[config.mk]
export PLATFORM = sky130hd
export DESIGN_NAME = mdu_ctrl_flat
export DESIGN_NICKNAME = d
export VERILOG_FILES = /design/src/rtl/mdu_ctrl_pkg.sv /design/src/rtl/mdu_ctrl_if.sv /design/src/rtl/mdu_div_step.sv /design/src/rtl/mdu_ctrl.sv /design/src/flat_wrapper.sv
export SDC_FILE = /design/constraint.sdc
export NUM_CORES = 2
export LEC_CHECK = 0
export ABC_AREA = 1
export BUFFER_PORTS_ARGS = -buffer_cell sky130_fd_sc_hd__buf_2
export CAP_MARGIN = 40
export CORE_MARGIN = 4
export CORE_UTILIZATION = 54
export CTS_BUF_LIST = sky130_fd_sc_hd__clkbuf_8 sky130_fd_sc_hd__clkbuf_16
export DETAILED_ROUTE_END_ITERATION = 8
export PLACE_DENSITY = 0.73
export SETUP_SLACK_MARGIN = 0.02
export SYNTH_ARGS = -nofsm -noshare
export SYNTH_HDL_FRONTEND = slang
export SYNTH_SLANG_ARGS = --single-unit
[constraint.sdc]
create_clock -name clk -period 17.76 [get_ports clk]
set_input_delay 5.328 -clock clk [delete_from_list [all_inputs] [get_ports clk]]
set_output_delay 5.328 -clock clk [all_outputs]
set_load 0.01 [all_outputs]
[src/rtl/mdu_ctrl_pkg.sv]
// Shared definitions for the multiply/divide sequencer: op codes, FSM
// encodings, divider context flags and operand helpers.
package mdu_ctrl_pkg;

    localparam int unsigned MDU_OP_WD = 3;

    localparam logic [2:0] MDU_OP_MULT  = 3'd0;
    localparam logic [2:0] MDU_OP_MULTU = 3'd1;
    localparam logic [2:0] MDU_OP_DIV   = 3'd2;
    localparam logic [2:0] MDU_OP_DIVU  = 3'd3;
    localparam logic [2:0] MDU_OP_MTHI  = 3'd4;
    localparam logic [2:0] MDU_OP_MTLO  = 3'd5;

    localparam logic [1:0] MDU_ST_IDLE    = 2'd0;
    localparam logic [1:0] MDU_ST_MUL     = 2'd1;
    localparam logic [1:0] MDU_ST_DIV_RUN = 2'd2;
    localparam logic [1:0] MDU_ST_DIV_FIX = 2'd3;

    typedef struct packed {
        logic q_neg;
        logic r_neg;
        logic div_zero;
    } div_flags_t;

    function automatic logic [31:0] mag32(input logic [31:0] value, input logic is_signed);
        mag32 = (is_signed && value[31]) ? (~value + 32'd1) : value;
    endfunction

    function automatic logic [31:0] cond_neg32(input logic [31:0] value, input logic neg);
        cond_neg32 = neg ? (~value + 32'd1) : value;
    endfunction

endpackage

[src/rtl/mdu_ctrl_if.sv]
// Request/result bundle between the EX stage (master) and the MDU (slave).
interface mdu_ctrl_if;
    import mdu_ctrl_pkg::*;

    logic                 start;
    logic [MDU_OP_WD-1:0] op;
    logic [31:0]          src_a;
    logic [31:0]          src_b;
    logic                 cancel;
    logic                 stallreq;
    logic                 busy;
    logic                 done;
    logic [31:0]          hi;
    logic [31:0]          lo;

    modport master (
        output start, op, src_a, src_b, cancel,
        input  stallreq, busy, done, hi, lo
    );

    modport slave (
        input  start, op, src_a, src_b, cancel,
        output stallreq, busy, done, hi, lo
    );

endinterface

[src/rtl/mdu_div_step.sv]
// One restoring-division iteration on the packed {rem,quo} register.
module mdu_div_step (
    input  logic [63:0] i_rq,
    input  logic [31:0] i_divisor,
    output logic [63:0] o_rq
);

    logic [63:0] w_shifted;
    logic [31:0] w_diff;
    logic        w_fits;

    assign w_shifted = {i_rq[62:0], 1'b0};
    // The bit shifted out of rem takes part in the compare, hence 33 bits.
    assign w_fits    = {i_rq[63], w_shifted[63:32]} >= {1'b0, i_divisor};
    assign w_diff    = w_shifted[63:32] - i_divisor;

    // Select restored or subtracted remainder and record the quotient bit.
    always_comb begin
        if (w_fits) begin
            o_rq = {w_diff, w_shifted[31:1], 1'b1};
        end else begin
            o_rq = w_shifted;
        end
    end

endmodule

[src/rtl/mdu_ctrl.sv]
// EX-stage multiply/divide sequencer: owns HI/LO, runs a one-cycle multiplier
// and a 32-step restoring divider, and stalls the pipeline while busy.
module mdu_ctrl
    import mdu_ctrl_pkg::*;
#(
    parameter int unsigned DIV_STEPS = 32
) (
    input  logic       clk,
    input  logic       rst,
    mdu_ctrl_if.slave  bus
);

    localparam int             STEP_W    = $clog2(DIV_STEPS);
    localparam logic [STEP_W-1:0] LAST_STEP = STEP_W'(DIV_STEPS - 1);

    logic [1:0]        r_state;
    logic [STEP_W-1:0] r_step;
    logic [31:0]       r_opa;
    logic [31:0]       r_opb;
    logic              r_mul_signed;
    logic [63:0]       r_rq;
    logic [31:0]       r_divisor;
    div_flags_t        r_flags;
    logic [31:0]       r_hi;
    logic [31:0]       r_lo;
    logic              r_done;

    logic              w_busy;
    logic              w_accept;
    logic              w_div_signed;
    logic              w_mul_signed;
    logic signed [32:0] w_mul_a;
    logic signed [32:0] w_mul_b;
    logic signed [63:0] w_prod;
    logic [63:0]       w_next_rq;
    logic [31:0]       w_fix_q;
    logic [31:0]       w_fix_r;

    assign w_busy       = (r_state != MDU_ST_IDLE);
    // The completed instruction is still in EX during the done cycle.
    assign w_accept     = !w_busy && bus.start && !r_done && !bus.cancel;
    assign w_div_signed = (bus.op == MDU_OP_DIV);
    assign w_mul_signed = (bus.op == MDU_OP_MULT);

    assign w_mul_a = $signed({r_mul_signed & r_opa[31], r_opa});
    assign w_mul_b = $signed({r_mul_signed & r_opb[31], r_opb});
    assign w_prod  = 64'(w_mul_a) * 64'(w_mul_b);

    assign w_fix_q = cond_neg32(r_rq[31:0],  r_flags.q_neg);
    assign w_fix_r = cond_neg32(r_rq[63:32], r_flags.r_neg);

    mdu_div_step u_div_step (
        .i_rq      (r_rq),
        .i_divisor (r_divisor),
        .o_rq      (w_next_rq)
    );

    // Sequencer FSM, operand latches and the architectural HI/LO registers.
    always_ff @(posedge clk) begin
        if (rst) begin
            r_state      <= MDU_ST_IDLE;
            r_step       <= '0;
            r_opa        <= 32'd0;
            r_opb        <= 32'd0;
            r_mul_signed <= 1'b0;
            r_rq         <= 64'd0;
            r_divisor    <= 32'd0;
            r_flags      <= '0;
            r_hi         <= 32'd0;
            r_lo         <= 32'd0;
            r_done       <= 1'b0;
        end else if (bus.cancel) begin
            r_state <= MDU_ST_IDLE;
            r_step  <= '0;
            r_done  <= 1'b0;
        end else begin
            r_done <= 1'b0;
            case (r_state)
                MDU_ST_IDLE: begin
                    if (w_accept) begin
                        case (bus.op)
                            MDU_OP_MULT, MDU_OP_MULTU: begin
                                r_opa        <= bus.src_a;
                                r_opb        <= bus.src_b;
                                r_mul_signed <= w_mul_signed;
                                r_state      <= MDU_ST_MUL;
                            end
                            MDU_OP_DIV, MDU_OP_DIVU: begin
                                r_opa            <= bus.src_a;
                                r_rq             <= {32'd0, mag32(bus.src_a, w_div_signed)};
                                r_divisor        <= mag32(bus.src_b, w_div_signed);
                                r_flags.q_neg    <= w_div_signed & (bus.src_a[31] ^ bus.src_b[31]);
                                r_flags.r_neg    <= w_div_signed & bus.src_a[31];
                                r_flags.div_zero <= (bus.src_b == 32'd0);
                                r_step           <= '0;
                                r_state          <= MDU_ST_DIV_RUN;
                            end
                            MDU_OP_MTHI: r_hi <= bus.src_a;
                            MDU_OP_MTLO: r_lo <= bus.src_a;
                            default:     r_state <= MDU_ST_IDLE;
                        endcase
                    end
                end
                MDU_ST_MUL: begin
                    {r_hi, r_lo} <= w_prod;
                    r_done       <= 1'b1;
                    r_state      <= MDU_ST_IDLE;
                end
                MDU_ST_DIV_RUN: begin
                    r_rq <= w_next_rq;
                    if (r_step == LAST_STEP) begin
                        r_step  <= '0;
                        r_state <= MDU_ST_DIV_FIX;
                    end else begin
                        r_step <= r_step + STEP_W'(1);
                    end
                end
                MDU_ST_DIV_FIX: begin
                    if (r_flags.div_zero) begin
                        r_hi <= r_opa;
                        r_lo <= 32'hFFFF_FFFF;
                    end else begin
                        r_hi <= w_fix_r;
                        r_lo <= w_fix_q;
                    end
                    r_done  <= 1'b1;
                    r_state <= MDU_ST_IDLE;
                end
                default: r_state <= MDU_ST_IDLE;
            endcase
        end
    end

    assign bus.busy     = w_busy;
    assign bus.done     = r_done;
    assign bus.hi       = r_hi;
    assign bus.lo       = r_lo;
    assign bus.stallreq = w_busy | (bus.start & ~bus.op[2] & ~r_done);

endmodule

[src/flat_wrapper.sv]
// flat-port wrapper written by rule: the top's interface ports become plain ports
module mdu_ctrl_flat import mdu_ctrl_pkg::*;
#(
    parameter int unsigned DIV_STEPS = 32
)
  (clk, rst, bus_start, bus_op, bus_src_a, bus_src_b, bus_cancel, bus_stallreq, bus_busy, bus_done, bus_hi, bus_lo);
  mdu_ctrl_if bus_i ();
  input  logic clk;
  input  logic rst;
  input wire logic [$bits(bus_i.start)-1:0] bus_start;
  input wire logic [$bits(bus_i.op)-1:0] bus_op;
  input wire logic [$bits(bus_i.src_a)-1:0] bus_src_a;
  input wire logic [$bits(bus_i.src_b)-1:0] bus_src_b;
  input wire logic [$bits(bus_i.cancel)-1:0] bus_cancel;
  output wire logic [$bits(bus_i.stallreq)-1:0] bus_stallreq;
  output wire logic [$bits(bus_i.busy)-1:0] bus_busy;
  output wire logic [$bits(bus_i.done)-1:0] bus_done;
  output wire logic [$bits(bus_i.hi)-1:0] bus_hi;
  output wire logic [$bits(bus_i.lo)-1:0] bus_lo;
  assign bus_i.start = bus_start;
  assign bus_i.op = bus_op;
  assign bus_i.src_a = bus_src_a;
  assign bus_i.src_b = bus_src_b;
  assign bus_i.cancel = bus_cancel;
  assign bus_stallreq = bus_i.stallreq;
  assign bus_busy = bus_i.busy;
  assign bus_done = bus_i.done;
  assign bus_hi = bus_i.hi;
  assign bus_lo = bus_i.lo;
  mdu_ctrl #(.DIV_STEPS(DIV_STEPS)) u_core (.clk(clk), .rst(rst), .bus(bus_i));
endmodule
==> results_dict.tcl <==
set metrics [dict create \
    status "finished clean" \
    io_buffers 137 \
    power.switching_uw 574 \
    vias 48700 \
    drc 0 \
    dp_hpwl_um 147000 \
    critPathKind "in -> out" \
    gp_congestion 1.01 \
    hold_class "reg -> reg" \
    switching_share_pct 36.9 \
    drv_cap 0 \
    netlist_area_um2 55400 \
    antenna_found_initial 1 \
    gr-total-overflow 0 \
    synthArstFlopShare_pct 0 \
    start_kind "primary input" \
    dpl_cell_area_um2 57100 \
    r2r-start "u_core.r_opa[31]$_SDFFE_PP0P_" \
    final_area_um2 58000 \
    maxSlewViolCount 0 \
    critPathLaunch "bus_op[2]" \
    drtAntennaViolNets 0 \
    ctsResizeCount 0 \
    fin_util_pct 57.0 \
    power_mw 1.56 \
    clkPwrFrac_pct 38.3 \
    p_int_uw 981 \
    r2r_slack_ps 9060 \
    hp-start "u_core.r_divisor[1]$_SDFFE_PP0P_" \
    synth_top_area_share_pct 40.7 \
    viasPerCell 5.50 \
    synth_seq_area_share_pct 8.52 \
    fp.dieArea_um2 108000 \
    slowest_stage "o31ai_1" \
    firstDrtPassIters 6 \
    synth_area_per_cell_um2 7.30 \
    worst_slack_ps 6540 \
    synth_fp_nets 9045 \
    powerDensity_nw_per_um2 26.8 \
    setup-violations-final 0 \
    nFillCells 9747 \
    synth.distinct_cells 47 \
    wirelength_um 180000 \
    end_kind "output port" \
    rr_worst_depth 26 \
    rows 117 \
    crit_path_max_fanout 5 \
    drive_above_1_share_pct 4.25 \
    drtIter0Drc 4321 \
    fin_cells 8854 \
    synth_cells 7598 \
    synthTopCellsByArea "fa_1 41%, inv_1 13%, nand2_1 12%" \
    die_x_um 328 \
    crit_chain "buf_2, o31ai_1, buf_2" \
    vdd_ir_drop_max_v 0.0000723 \
    hold_ws_ps 472 \
    grt_setup_unrepaired "no" \
    yosys_warnings 0 \
    pre_cts_ws_ps 6560 \
    pwr-share-comb_pct 26.0 \
    crit_top_cell "buf_2" \
    cts_inserted_buffers 26 \
    fin_skew_ps 33.8 \
    r2r_end "u_core.bus.hi[27]$_SDFFE_PP0P_" \
    worst_slew_pin_slew_ps 958 \
    final.setup.tns_ps 0 \
    htreeDepth 1 \
    final_nets 8914 \
    area_growth_pct 4.70 \
    min_period_ps 11220 \
    grt_pass1_wl_um 284000 \
    grtUsageTotal_pct 33.8 \
    synth-edff-count 0 \
    cts_root_buffer "clkbuf_16" \
    ioPinCount 138 \
    cp.required_ps 12430 \
    timing.slew.headroom_pct 36.1 \
    hold_viol 0 \
    post-cts-setup-buffers 0 \
    routedWlPerCell_um 20.3 \
    multiInputGateArea_um2 41900 \
    cp_slowest_stage_delay_ps 250 \
    arrival_ps 5890 \
    yosys.area.top_type "fa_1" \
    p_leak_nw 31.4 \
    seqCellArea_um2 4730 \
    start_util_pct 54.4 \
    ys_ff_latch 236 \
    cts.sinks 236 \
    crit_path_end "bus_stallreq" \
    cts_hold_buf 0 \
    cts_tree "yes" \
    dp.cells 8807 \
    clk_latency_ps 600 \
    die_y_um 328 \
    p_seq_share_pct 35.7 \
    grt_start_max_net_pins 71 \
    path_clk_slew_ps 70 \
    clock.fmax_mhz 89.1 \
    cts_buffer_depth 3 \
    grt_pass1_vias 49700 \
    core_area_um2 102000 \
    min_period_over_period_pct 63.2 \
    ys.flop_type "dfxtp_1" \
]
## power groups by stage
stage                     Combinational, mW  Clock (mW)  Sequential (mW)
final                                 0.404       0.596            0.555
after global routing                  0.439       0.619            0.555
after CTS                             0.395       0.596            0.554
after detailed placement              0.392           0            0.566
after global placement                0.386           0            0.566
after floorplan                       0.256           0            0.558
## flip-flops by register name, summed over array words and instances, names as in the netlist, 2 cells and up
| register | count |
|---|---|
| u_core.r_rq | 64 |
| u_core.bus.hi | 32 |
| u_core.bus.lo | 32 |
| u_core.r_divisor | 32 |
| u_core.r_opa | 32 |
| u_core.r_opb | 32 |
| u_core.r_step | 5 |
| u_core.r_flags | 3 |
| u_core.r_state | 2 |
## cells in the mapped netlist, types with 9 or more instances
cell type     n
nor4_1       15
nand3_1     302
dfxtp_1     236
nand3b_1     16
inv_1      1931
xnor2_1      22
xor2_1       43
nor3_1       54
or2_2        15
a21oi_1     403
ha_1        250
a31oi_1      18
buf_1        16
o211ai_1     41
nor2_1      488
fa_1       1126
buf_2        25
o21ai_0     310
inv_2         9
clkbuf_1    346
o21ai_1      35
a21o_1        9
nand4_1      52
o21bai_1     19
nand2_1    1754
## cells by family (layout without fill, tap and decap cells)
kind of cell | count (synthesis) | count (layout) | share of synthesized area (%)
and+or+nand+nor | 2716 | 2716 | 19.8
buffers and inverters | 2332 | 2219 | 15.9
adders and majority gates | 1376 | 1376 | 46.3
AOI/OAI and AO/OA | 873 | 873 | 8.43
DFF | 236 | 236 | 8.52
xor gates and xnor gates | 65 | 65 | 1.03
other | 0 | 1 | 0
## area by class of cell
cell class                 count  share of cell area, %
tap                         1368                   2.95
inverter                    1942                   12.6
antenna                        1                0.00431
multi-input combinational   5030                   72.2
clock inverter                17                  0.362
sequential                   236                   8.15
clock buffer                  29                   1.19
timing repair buffer         231                   2.53
## worst max-delay path: cells and delay by family
| kind | cells | cell delay [ps] |
|---|---|---|
| AOI/OAI and AO/OA | 1 | 250 |
| buffers and inverters | 2 | 310 |
## per-layer routing
layer  vias up  wire length [um]  global-route usage, %
met5         -                 0                      0
met4         0              8730                   13.3
met3       401             13000                   4.07
met2      2088             84100                   55.2
met1     24200             74200                   46.4
li1      22100                 -                      -
## worst min path at each step
stage | cells after the start | to | slack, ps
detailed placement | 2 | u_core.r_divisor[1]$_SDFFE_PP0P_ | 460
global route | 2 | u_core.r_step[3]$_SDFFE_PP0P_ | 480
finish | 2 | u_core.r_divisor[1]$_SDFFE_PP0P_ | 470
CTS | 2 | u_core.r_divisor[1]$_SDFFE_PP0P_ | 470
global placement | 2 | u_core.r_step[4]$_SDFFE_PP0P_ | 450
floorplan | 2 | u_core.r_step[3]$_SDFFE_PP0P_ | 440
## cell usage in the layout, fill, tap and decap left out, drive strengths merged, types with 2 or more instances in the layout
cell type and n:
nor3 55, a31oi 18, nand2 1755, fa 1126, nand2b 2, a221oi 2, o21a 6, or2 16
buf 230, clkinv 9, and3 5, nand3 302, o31ai 6, o211ai 41, o21bai 19, inv 1945
nand3b 16, nor4 16, a21o 9, dfxtp 236, nor2 493, xnor2 22, bufinv 3, and2 4
xor2 43, o221ai 2, ha 250, clkinvlp 2, nand4 52, o21ai 345, a21oi 403, a41oi 7
a21boi 5, clkbuf 29, a211oi 7
Power figures use the tool's default switching activity.
